[src/rtl/jtframe_dwnld_pkg.sv]
// jtframe_dwnld_pkg: shared constants, FSM encodings and byte-lane helper for the ROM downloader
package jtframe_dwnld_pkg;
  localparam logic [25:0] NO_START = ~26'd0;
  localparam logic [1:0] MASK_WORD = 2'b00;
  localparam logic [1:0] MASK_LO = 2'b10;
  localparam logic [1:0] MASK_HI = 2'b01;
  localparam logic [0:0] PK_IDLE = 1'b0;
  localparam logic [0:0] PK_HALF = 1'b1;
  localparam logic [1:0] OUT_EMPTY = 2'd0;
  localparam logic [1:0] OUT_PRESENT = 2'd1;
  localparam logic [1:0] OUT_GAP = 2'd2;
  function automatic logic [15:0] lane(input logic [7:0] b, input logic hi);
    return hi ? {b, 8'h00} : {8'h00, b};
  endfunction
endpackage

[src/rtl/jtframe_dwnld_fifo.sv]
// jtframe_dwnld_fifo: synchronous FIFO of 2**AW entries; a push on full is taken only with a pop
module jtframe_dwnld_fifo #(
  parameter int W = 8,
  parameter int AW = 2
) (
  input  logic         clk,
  input  logic         rst_n,
  input  logic         push,
  input  logic         pop,
  input  logic [W-1:0] din,
  output logic [W-1:0] dout,
  output logic         full,
  output logic         empty
);
  logic [W-1:0] mem [2**AW];
  logic [AW:0] wr, rd;
  logic wen;
  assign empty = wr == rd;
  assign full = wr == {~rd[AW], rd[AW-1:0]};
  assign wen = push && (!full || pop);
  assign dout = mem[rd[AW-1:0]];
  always_ff @(posedge clk or negedge rst_n)
    if (!rst_n) begin
      wr <= '0;
      rd <= '0;
    end else begin
      if (wen) wr <= wr + 1'b1;
      if (pop && !empty) rd <= rd + 1'b1;
    end
  always_ff @(posedge clk)
    if (wen) mem[wr[AW-1:0]] <= din;
endmodule

[src/rtl/jtframe_dwnld_pack.sv]
// jtframe_dwnld_pack: packs ioctl bytes into banked 16-bit SDRAM writes through a FIFO, PROM bytes bypass it.
// Define JTFRAME_DWNLD_CHKSUM_EN to build the byte checksum; otherwise chksum is tied to zero.
module jtframe_dwnld_pack import jtframe_dwnld_pkg::*; #(
  parameter int          AW         = 22,
  parameter logic [25:0] BA1_START  = NO_START,
  parameter logic [25:0] BA2_START  = NO_START,
  parameter logic [25:0] BA3_START  = NO_START,
  parameter logic [25:0] PROM_START = NO_START,
  parameter logic [25:0] HEADER     = 26'd0,
  parameter bit          SWAB       = 1'b0,
  parameter int          FIFO_AW    = 2
) (
  input  logic          clk,
  input  logic          rst_n,
  input  logic          downloading,
  input  logic [25:0]   ioctl_addr,
  input  logic [7:0]    ioctl_dout,
  input  logic          ioctl_wr,
  output logic          header,
  output logic [AW-1:0] prog_addr,
  output logic [15:0]   prog_data,
  output logic [1:0]    prog_mask,
  output logic [1:0]    prog_ba,
  output logic          prog_we,
  input  logic          sdram_ack,
  output logic          prom_we,
  output logic [21:0]   prom_addr,
  output logic [7:0]    prom_data,
  output logic          busy,
  output logic          overflow,
  output logic [15:0]   chksum
);
  localparam int EW = AW + 20;
  logic [25:0] part, start, eff;
  logic [1:0] ba, ost, h_ba;
  logic [0:0] pk;
  logic [24:0] h_word;
  logic [7:0] h_byte;
  logic acc, is_prom, sd, pair, flush, lone, in_v, sk_v, pop, full, empty, drop, dl_l, rise;
  logic [EW-1:0] n0, n1, in_e, sk_e, head;
  assign header = downloading && ioctl_addr < HEADER;
  assign part = ioctl_addr - HEADER;
  assign ba = BA3_START != NO_START && part >= BA3_START ? 2'd3 :
              BA2_START != NO_START && part >= BA2_START ? 2'd2 :
              BA1_START != NO_START && part >= BA1_START ? 2'd1 : 2'd0;
  assign start = ba == 2'd3 ? BA3_START : ba == 2'd2 ? BA2_START : ba == 2'd1 ? BA1_START : 26'd0;
  assign eff = part - start;
  assign acc = ioctl_wr && downloading && !header;
  assign is_prom = PROM_START != NO_START && part >= PROM_START;
  assign sd = acc && !is_prom;
  assign pair = pk == PK_HALF && sd && eff[0] && h_ba == ba && h_word == eff[25:1];
  assign flush = pk == PK_HALF && !pair && (acc || !downloading);
  assign lone = sd && eff[0] && !pair;
  assign n0 = {h_ba, h_word[AW-1:0], lane(h_byte, SWAB), SWAB ? MASK_HI : MASK_LO};
  assign n1 = {ba, eff[AW:1], (pair ? lane(h_byte, SWAB) : 16'd0) | lane(ioctl_dout, !SWAB),
               pair ? MASK_WORD : SWAB ? MASK_LO : MASK_HI};
  assign pop = ost == OUT_PRESENT && sdram_ack;
  assign drop = (in_v && full && !pop) || (sk_v && flush && (pair || lone));
  assign rise = downloading && !dl_l;
  assign prog_we = ost == OUT_PRESENT;
  assign busy = pk == PK_HALF || in_v || sk_v || !empty || prog_we;
  always_ff @(posedge clk or negedge rst_n)
    if (!rst_n) begin
      pk <= PK_IDLE;
      h_ba <= '0;
      h_word <= '0;
      h_byte <= '0;
      in_v <= 1'b0;
      in_e <= '0;
      sk_v <= 1'b0;
      sk_e <= '0;
    end else begin
      pk <= sd && !eff[0] ? PK_HALF : flush || pair ? PK_IDLE : pk;
      if (sd && !eff[0]) begin
        h_ba <= ba;
        h_word <= eff[25:1];
        h_byte <= ioctl_dout;
      end
      // a flush and a new entry in one cycle: the second waits in the skid
      in_v <= sk_v || flush || pair || lone;
      in_e <= sk_v ? sk_e : flush ? n0 : n1;
      sk_v <= sk_v ? flush || pair || lone : flush && (pair || lone);
      sk_e <= sk_v && flush ? n0 : n1;
    end
  jtframe_dwnld_fifo #(.W(EW), .AW(FIFO_AW)) u_fifo (
    .clk   (clk),
    .rst_n (rst_n),
    .push  (in_v),
    .pop   (pop),
    .din   (in_e),
    .dout  (head),
    .full  (full),
    .empty (empty)
  );
  always_ff @(posedge clk or negedge rst_n)
    if (!rst_n) begin
      ost <= OUT_EMPTY;
      {prog_ba, prog_addr, prog_data, prog_mask} <= '0;
      dl_l <= 1'b0;
      overflow <= 1'b0;
      prom_we <= 1'b0;
      prom_addr <= '0;
      prom_data <= '0;
    end else begin
      ost <= ost == OUT_PRESENT ? (sdram_ack ? OUT_GAP : OUT_PRESENT) : (empty ? OUT_EMPTY : OUT_PRESENT);
      if (ost != OUT_PRESENT && !empty) {prog_ba, prog_addr, prog_data, prog_mask} <= head;
      dl_l <= downloading;
      overflow <= (rise ? 1'b0 : overflow) | drop;
      prom_we <= acc && is_prom;
      if (acc && is_prom) begin
        prom_addr <= 22'(part - PROM_START);
        prom_data <= ioctl_dout;
      end
    end
`ifdef JTFRAME_DWNLD_CHKSUM_EN
  always_ff @(posedge clk or negedge rst_n)
    if (!rst_n) chksum <= '0;
    else chksum <= (rise ? 16'd0 : chksum) + (acc ? {8'd0, ioctl_dout} : 16'd0);
`else
  assign chksum = 16'd0;
`endif
endmodule
[config.mk]
export PLATFORM = sky130hd
export DESIGN_NAME = jtframe_dwnld_pack
export DESIGN_NICKNAME = d
export VERILOG_FILES = /design/src/rtl/jtframe_dwnld_pkg.sv /design/src/rtl/jtframe_dwnld_fifo.sv /design/src/rtl/jtframe_dwnld_pack.sv
export SDC_FILE = /design/constraint.sdc
export NUM_CORES = 1
export LEC_CHECK = 0
export ABC_AREA = 1
export CORE_ASPECT_RATIO = 0.8
export CORE_MARGIN = 2
export CORE_UTILIZATION = 52
export CTS_BUF_LIST = sky130_fd_sc_hd__clkbuf_16
export CTS_CLUSTER_DIAMETER = 120
export DETAILED_ROUTE_END_ITERATION = 12
export DONT_BUFFER_PORTS = 1
export PLACE_DENSITY = 0.7
export SLEW_MARGIN = 20
export SYNTH_ARGS = -nofsm -noshare
export SYNTH_HDL_FRONTEND = slang
export SYNTH_SLANG_ARGS = --single-unit
[constraint.sdc]
create_clock -name clk -period 3.2 [get_ports clk]
set_clock_uncertainty 0.1 [all_clocks]
set_input_delay 0.32 -clock clk [delete_from_list [all_inputs] [get_ports clk]]
set_output_delay 0.32 -clock clk [all_outputs]
set_load 0.03 [all_outputs]
==> summary.txt, run 1 <==
Power
  – Flop pwr share: 47.4%
  – Clock share of power: 28.6%
  – Worst IR drop on VDD: 0.6286 mV
  – Internal power: 9.185 mW
  – PwrDens: 915.6 mW/mm^2
  – Psw: 4.693 mW
  – Comb power frac: 24.0%
  – Net Sw Frac: 33.81%
  – Pleak: 6.469 nW

Die
  – Die X: 183.7 um
  – Die area: 0.02714 mm^2
  – Die height: 147.8 um
  – IO Pins: 132
  – Initial Util: 53.07%
  – Core area: 0.02531 mm^2
  – Num rows: 52

Worst setup path
  – Critical path cell sequence: inv_2 -> nand2_1 -> a21oi_1 -> nand2_1 -> nor2_1 -> nand4_1 -> buf_4
  – Critical path launch point type: register
  – R2R Setup Slk: 0.67 ns
  – Crit path max fanout: 13
  – Crit end category: output port
  – Worst EP required: 2.78 ns
  – Top cell by count, worst path: nand2_1
  – Worst Path Arrival: 2.17 ns
  – Path type of the worst setup path: reg -> out
  – Slowest CP cell: dfrtp_2
  – CP max stage delay: 0.50 ns

Clock tree
  – Clk slew on worst S/H paths: 0.07 ns
  – Skew-Pair Late Insertion Delay: 0.57 ns
  – Clock Sinks: 326
  – CTS buffer count: 31
  – Post-cts hold buffer count: 37
  – Htree depth: 1
  – Max clock buf depth: 3
  – Clock tree from TritonCTS: done
  – Root Buffer: clkbuf_16

Place
  – DP Worst Slack: 0.7333 ns
  – Port Buffers: 0
  – Placed Cells: 1515
  – Hpwl dp: 17.77 mm
  – Routability cong.: 0.9255

Cells and area
  – Area Growth Syn to Fin: 12.85%
  – Antenna diode count: 0
  – Non-filler cells, final: 1610
  – Final #Nets: 1305
  – Layout cells sized above 1: 9.953%

Synthesis
  – Share of the synthesized area in the top cell type: 35.77%
  – Gate Count Post-Synth: 1228
  – Simple-Gate Fraction of Synth Area: 14.24%
  – Synth Area in Compound Gates: 6.986%
  – Yosys cell types: 29
  – Multiplexer share of the synthesized area: 3.605%
  – Seq/Total Area, Yosys: 66.70%
  – Warnings from Yosys: 0
  – Xor-xnor portion of the synthesized cell area: 0.7825%
  – Main combinational cell family by area after synthesis: simple AND/OR/NAND/NOR gates
  – Cell accounting for the most synthesized area: edfxtp_1
  – Post-Syn Area: 0.01343 mm^2
  – Syn_area_per_cell: 10.94 um^2
  – Top cells by area, synth: edfxtp_1 36%, dfrtp_1 31%, nand2_1 7.4%
  – Adder-cell share of the synthesized area: 0.4658%
  – Number of synthesized register bits: 326

Global route
  – Met1 GRT Util: 33.31%
  – Grt met3 use: 5.420%
  – Vias in the first global route: 8198
  – Largest net degree at the start of global routing: 167
  – First-pass GRT wire length: 46.51 mm
  – Met2 Usage GRT: 32.92%
  – Initial antenna violation count: 2
  – Tot GR Track Use: 22.09%
  – Busiest grt layer: met1
  – Global route total overflow: 0

STA
  – Hold Worst Slack: -0.6618 ns
  – Period utilization: 80.90%
  – Max-slew headroom: 40.87%
  – Worst Tran Pin Value: 0.8859 ns
  – Worst setup margin: 0.6113 ns
  – Final Hold Fails: 166
  – Setup violations, final: 0
  – Min Tclk post-route: 2.589 ns
  – RSZ-0062 raised after global routing: false
  – Max Freq: 0.3863 GHz
  – Pins Over Slew Limit: 0

Routing
  – DRC: 0
  – WL final: 29.15 mm
  – DR vias/cell: 5.355
  – Vias post-DR: 8621
  – Routed len/inst: 18.11 um
  – Initial DRC count: 857
  – DR pass1 iterations: 5
  – Antenna-violating nets left: 0

Job
  – Max-Cap Viols: 0

Hold path
  – Hold WC Path Type: in -> async

Status
  – Status: finished, violations left
  – Failing checks: negative hold slack
==> metal layers <==
metal | wire length [um] | up-vias
met4 | 434 | 0
met5 | 0 | -
li1 | - | 4090
met2 | 12670 | 299
met1 | 13580 | 4191
met3 | 2461 | 41
==> power groups by stage <==
stage	logic [mW]	registers [mW]	clock network, mW
after global placement	3.23	6.63	0
after floorplan	2.47	6.47	0
after global routing	3.72	6.68	4.21
after detailed placement	3.31	6.66	0
after CTS	3.38	6.58	4.04
final	3.33	6.57	3.97
==> cell usage in the layout, fill, tap and decap left out, types with 2 or more instances in the layout <==
cell type	count
clkinv_1	7
mux2_2	43
o21a_1	2
dlygate4sd3_1	37
inv_1	93
nand2_1	263
nand2_2	2
inv_2	3
xor2_1	4
o22ai_1	40
buf_12	6
nand3_2	3
nand3_1	49
xnor2_1	8
nor2_1	113
nor2_4	5
edfxtp_1	160
ha_1	5
nor2_2	2
bufinv_16	8
conb_1	50
dfrtp_1	165
buf_4	15
clkinv_2	6
a21oi_1	4
clkbuf_16	31
nand4_1	26
o21ai_0	129
==> Yosys cell counts <==
master and number:
a21oi_1 4, buf_1 4, buf_2 7, buf_4 56, clkbuf_1 40, conb_1 1, dfrtp_1 166, edfxtp_1 160
ha_1 5, inv_1 89, inv_2 3, mux2_2 43, nand2_1 264, nand2_2 1, nand3_1 50, nand3_2 2
nand3b_1 1, nand4_1 26, nor2_1 117, nor2_2 2, nor2_4 1, o21a_1 2, o21ai_0 129, o22ai_1 40
o31ai_1 1, or2_1 1, or2_2 1, xnor2_1 8, xor2_1 4
==> cells by family (layout without fill, tap and decap cells) <==
family          after synthesis  after routing
compound gates              176            176
xor+xnor                     12             12
fa+ha+maj                     5              5
buf+inv                     199            208
flops                       326            326
mux                          43             43
other cells                   1             50
simple gates                466            466
==> path summary, 6_finish.rpt <==
kind                         startpoint           end  cells past startpoint
max                        u_fifo.rd[0]          busy                      7
min                               rst_n  prog_data[5]                      0
max reg2reg                  h_word[15]      sk_e[30]                     11
min reg2reg                     sk_e[2]       in_e[2]                      2
max in group asynchronous         rst_n  u_fifo.rd[0]                      0
min in group clk            downloading      overflow                      4
==> layout make-up <==
cell class              instances  area [um^2]
clock buffers                  31        775.7
clock inverters                27        339.1
fillers                      1995        10150
inverters                      92        345.3
multi-input cells             752         3729
flip-flops and latches        326         8960
well taps                     324        405.4
repair buffers                 58        603.1
==> stage by stage <==
| step | instance area [um^2] | total power [mW] | util, % | hold slack (ns) | TNS [ns] |
|---|---|---|---|---|---|
| 2_1_floorplan | 13620 | 8.944 | - | -0.07559 | -48.53 |
| 3_3_place_gp | 13670 | 9.861 | 54.02 | -0.06835 | 0 |
| 3_5_place_dp | 13670 | 9.970 | 54.02 | -0.06933 | 0 |
| 4_1_cts | 15160 | 14.00 | 59.89 | -0.6822 | 0 |
| 5_1_grt | 15160 | 14.62 | 59.89 | -0.6864 | 0 |
| 6_report | 15160 | 13.88 | 59.89 | -0.6618 | 0 |
==> state kept, by name, indices dropped and copies added (netlist names) <==
register / cells
dl_l: 1
h_byte: 8
h_word: 25
in_e: 40
in_v: 1
ost: 2
overflow: 1
pk: 1
prog_addr: 22
prog_data: 16
prog_mask: 2
sk_e: 40
sk_v: 1
u_fifo.mem: 160
u_fifo.rd: 3
u_fifo.wr: 3
==> critical path, delay by kind of cell, from the launching register on <==
family	cells	cell delay, ns
AO/OA/AOI/OAI	1	0.18
buffers and inverters	2	0.30
flip-flops	1	0.50
AND/OR/NAND/NOR	4	0.61
==> what timing repair did <==
| item | in CTS | in global routing |
|---|---|---|
| setup buffers | 0 | 0 |
| endpoints found under the hold margin | 267 | 166 |
| resized for setup | 0 | 0 |
Power figures use the tool's default switching activity.
==> inputs of run 2 (changes only) <==
==> constraint.sdc (replaced) <==
create_clock -name clk -period 2.2 [get_ports clk]
set_clock_uncertainty 0.1 [all_clocks]
set_input_delay 0.22 -clock clk [delete_from_list [all_inputs] [get_ports clk]]
set_output_delay 0.22 -clock clk [all_outputs]
set_load 0.03 [all_outputs]
==> summary.txt, run 2 (synthesis gave the netlist of run 1 again) <==
Status
  – Status: finished, violations left
  – Failing checks: negative hold slack, negative setup slack

Worst setup path
  – CP max stage delay: 0.41 ns (-0.09 ns)
  – Path type of the worst setup path: reg -> out
  – Critical path launch point type: register
  – Crit path max fanout: 2 (-11)
  – Reg-to-reg endpoint: sk_e[23]
  – R2R Setup Slk: 0.12 ns (-0.55 ns)
  – Slowest CP cell: dfrtp_1
  – Worst EP required: 1.88 ns (-0.90 ns)
  – Reg2reg path depth: 10 (-1)
  – Reg2reg start: h_word[22]
  – Crit end category: output port
  – Worst Path Arrival: 1.89 ns (-0.28 ns)
  – Critical path cell sequence: inv_2 -> nand2_1 -> a21oi_4 -> nand2_2 -> nor2_4 -> nand4_1 -> buf_6

Clock tree
  – Htree depth: 1 (unchanged)
  – Clock tree from TritonCTS: done
  – Post-cts hold buffer count: 37 (unchanged)
  – Root Buffer: clkbuf_16
  – Max clock buf depth: 3 (unchanged)
  – Clk slew on worst S/H paths: 0.07 ns (about the same)
  – Skew-Pair Late Insertion Delay: 0.56 ns (about the same)
  – Clock Sinks: 326 (unchanged)
  – CTS buffer count: 31 (unchanged)

Routing
  – Vias post-DR: 8786 (+1.9%)
  – Met2 routed WL: 12.90 mm (+1.8%)
  – DRC: 0 (unchanged)
  – WL final: 29.98 mm (+2.9%)
  – Uppermost layer routed: met4
  – Antenna-violating nets left: 0 (unchanged)
  – DR pass1 iterations: 6 (+1)
  – Initial DRC count: 818 (-4.6%)
  – Routed wire length on met3: 2.674 mm (+8.7%)
  – Routed len/inst: 18.34 um (+1.3%)
  – Metal-1 WL: 13.69 mm (+0.80%)
  – DR vias/cell: 5.374 (+0.36%)

STA
  – Pins Over Slew Limit: 0 (unchanged)
  – Max-slew headroom: 54.94% (+14 points)
  – RSZ-0062 raised after global routing: true
  – Period utilization: 100.5%
  – Worst setup margin: -0.01116 ns (-0.6225 ns)
  – Worst Tran Pin Value: 0.6743 ns (-0.2115 ns)
  – Min Tclk post-route: 2.211 ns
  – Max Freq: 0.4523 GHz
  – Setup violations, final: 1 (+1)
  – Hold Worst Slack: -0.7548 ns (-0.09301 ns)
  – Final Hold Fails: 167 (+0.60%)

Die
  – Die X: 183.7 um (unchanged)
  – Num rows: 52 (unchanged)
  – Initial Util: 53.07% (unchanged)
  – Die height: 147.8 um (unchanged)
  – Core area: 0.02531 mm^2 (unchanged)
  – Die area: 0.02714 mm^2 (unchanged)
  – IO Pins: 132 (unchanged)

Place
  – Routability cong.: 0.8744 (-5.5%)
  – Placed cell area: 0.01379 mm^2 (+0.86%)
  – Hpwl dp: 18.38 mm (+3.5%)
  – DP Worst Slack: 0.1094 ns (-0.6239 ns)
  – Port Buffers: 0 (unchanged)

Cells and area
  – Storage cell area: 0.008961 mm^2 (about the same)
  – Post-route cell area: 0.01534 mm^2 (+1.2%)
  – Area Growth Syn to Fin: 14.22%
  – Filler Cell Count: 1985 (-0.50%)
  – Most frequent cells in the layout: 260 x nand2_1, 164 x dfrtp_1, 160 x edfxtp_1
  – Antenna diode count: 0 (unchanged)
  – Final #Nets: 1330 (+1.9%)
  – Commonest non-fill, non-tap cell in the layout: nand2_1
  – Area occupied by multi-input gates: 0.003796 mm^2 (+1.8%)
  – Max reg flops: 160 (unchanged)
  – Layout cells sized above 1: 12.74% (+2.8 points)

Global route
  – Global route total overflow: 0 (unchanged)
  – Largest net degree at the start of global routing: 167 (unchanged)
  – Tot GR Track Use: 22.22% (+0.13 points)
  – Vias in the first global route: 8099 (-1.2%)
  – Initial antenna violation count: 0 (-2)
  – First-pass GRT wire length: 46.62 mm (+0.24%)

Power
  – Worst IR drop on VDD: 0.7102 mV (+13%)
  – Flop pwr share: 47.3% (about the same)
  – Net Sw Frac: 34.71% (+0.89 points)
  – Comb power frac: 26.4% (+2.4 points)
  – Pleak: 6.552 nW (+1.3%)
  – Internal power: 13.18 mW (+44%)
  – PwrDens: 1316 mW/mm^2 (+44%)
  – Psw: 7.007 mW (+49%)
  – Clock share of power: 26.3% (-2.3 points)

Job
  – Max-Cap Viols: 0 (unchanged)

Hold path
  – Hold WC Path Type: in -> async
[run 2: changes by cell type in the layout (fill, tap and decap cells not counted), sizes merged]
cell / change
clkinv: +3
buf: +25
bufinv: -4
inv: -1
clkinvlp: +2
[run 2: repair_timing]
item                       4_1_cts  5_1_grt
gates resized for setup          6       11
hold endpoints to repair       268      166
pin swaps                        3        5
buffers inserted                 9        4
setup endpoints to repair        1       45
[run 2: cell type report]
class                           instances  share of cell area [%]
Clock inverter                         27                   1.582
Inverter                               92                   2.251
Clock buffer                           31                   5.057
Timing Repair Buffer                   83                   5.310
Sequential cell                       326                   58.41
Multi-Input combinational cell        752                   24.75
Tap cell                              324                   2.643
[run 2: metrics by stage]
| stage | hold slack, ns | util [%] | total power [mW] | cells | setup TNS (ns) |
|---|---|---|---|---|---|
| 2_1_floorplan | -0.1756 | - | 13.06 | 1277 | -0.2159 |
| 3_3_place_gp | -0.1694 | 54.48 | 14.46 | 1527 | 0 |
| 3_5_place_dp | -0.1700 | 54.48 | 14.62 | 1527 | 0 |
| 4_1_cts | -0.7709 | 60.31 | 20.16 | 1631 | -0.04523 |
| 5_1_grt | -0.7765 | 60.61 | 21.21 | 1635 | -0.2644 |
| 6_report | -0.7548 | 60.61 | 20.19 | 1635 | -0.01116 |
[run 2: critical path: cells and delay by family (launching register included)]
kind / cells / cell delay (ns)
buf+inv: 2 / 0.28
flops: 1 / 0.41
compound gates: 1 / 0.15
simple gates: 4 / 0.49
[run 2: how the worst max path moves through the flow]
| stage | startpoint | to | slack [ns] | cells past startpoint |
|---|---|---|---|---|
| global route | u_fifo.wr[0] | busy | -0.11 | 7 |
| CTS | u_fifo.wr[1] | busy | -0.05 | 6 |
| floorplan | ost[1] | u_fifo.mem[3][0] | -0.005 | 7 |
| detailed placement | h_word[16] | in_e[9] | 0.11 | 10 |
| global placement | h_word[8] | in_e[9] | 0.15 | 10 |
| finish | u_fifo.wr[0] | busy | -0.01 | 7 |
[run 2: power groups by stage]
stage	Combinational, mW	Clock, mW	Sequential, mW
2_1_floorplan	3.66	0	9.39
3_3_place_gp	4.81	0	9.65
3_5_place_dp	4.93	0	9.69
4_1_cts	5.22	5.39	9.55
5_1_grt	5.88	5.63	9.70
6_report	5.32	5.30	9.56
[run 2: routing by layer]
layer  up-vias  track usage, %
met5         -               0
met4         0           6.080
met3        57           4.533
met2       352           31.34
met1      4236           35.11
li1       4141               -
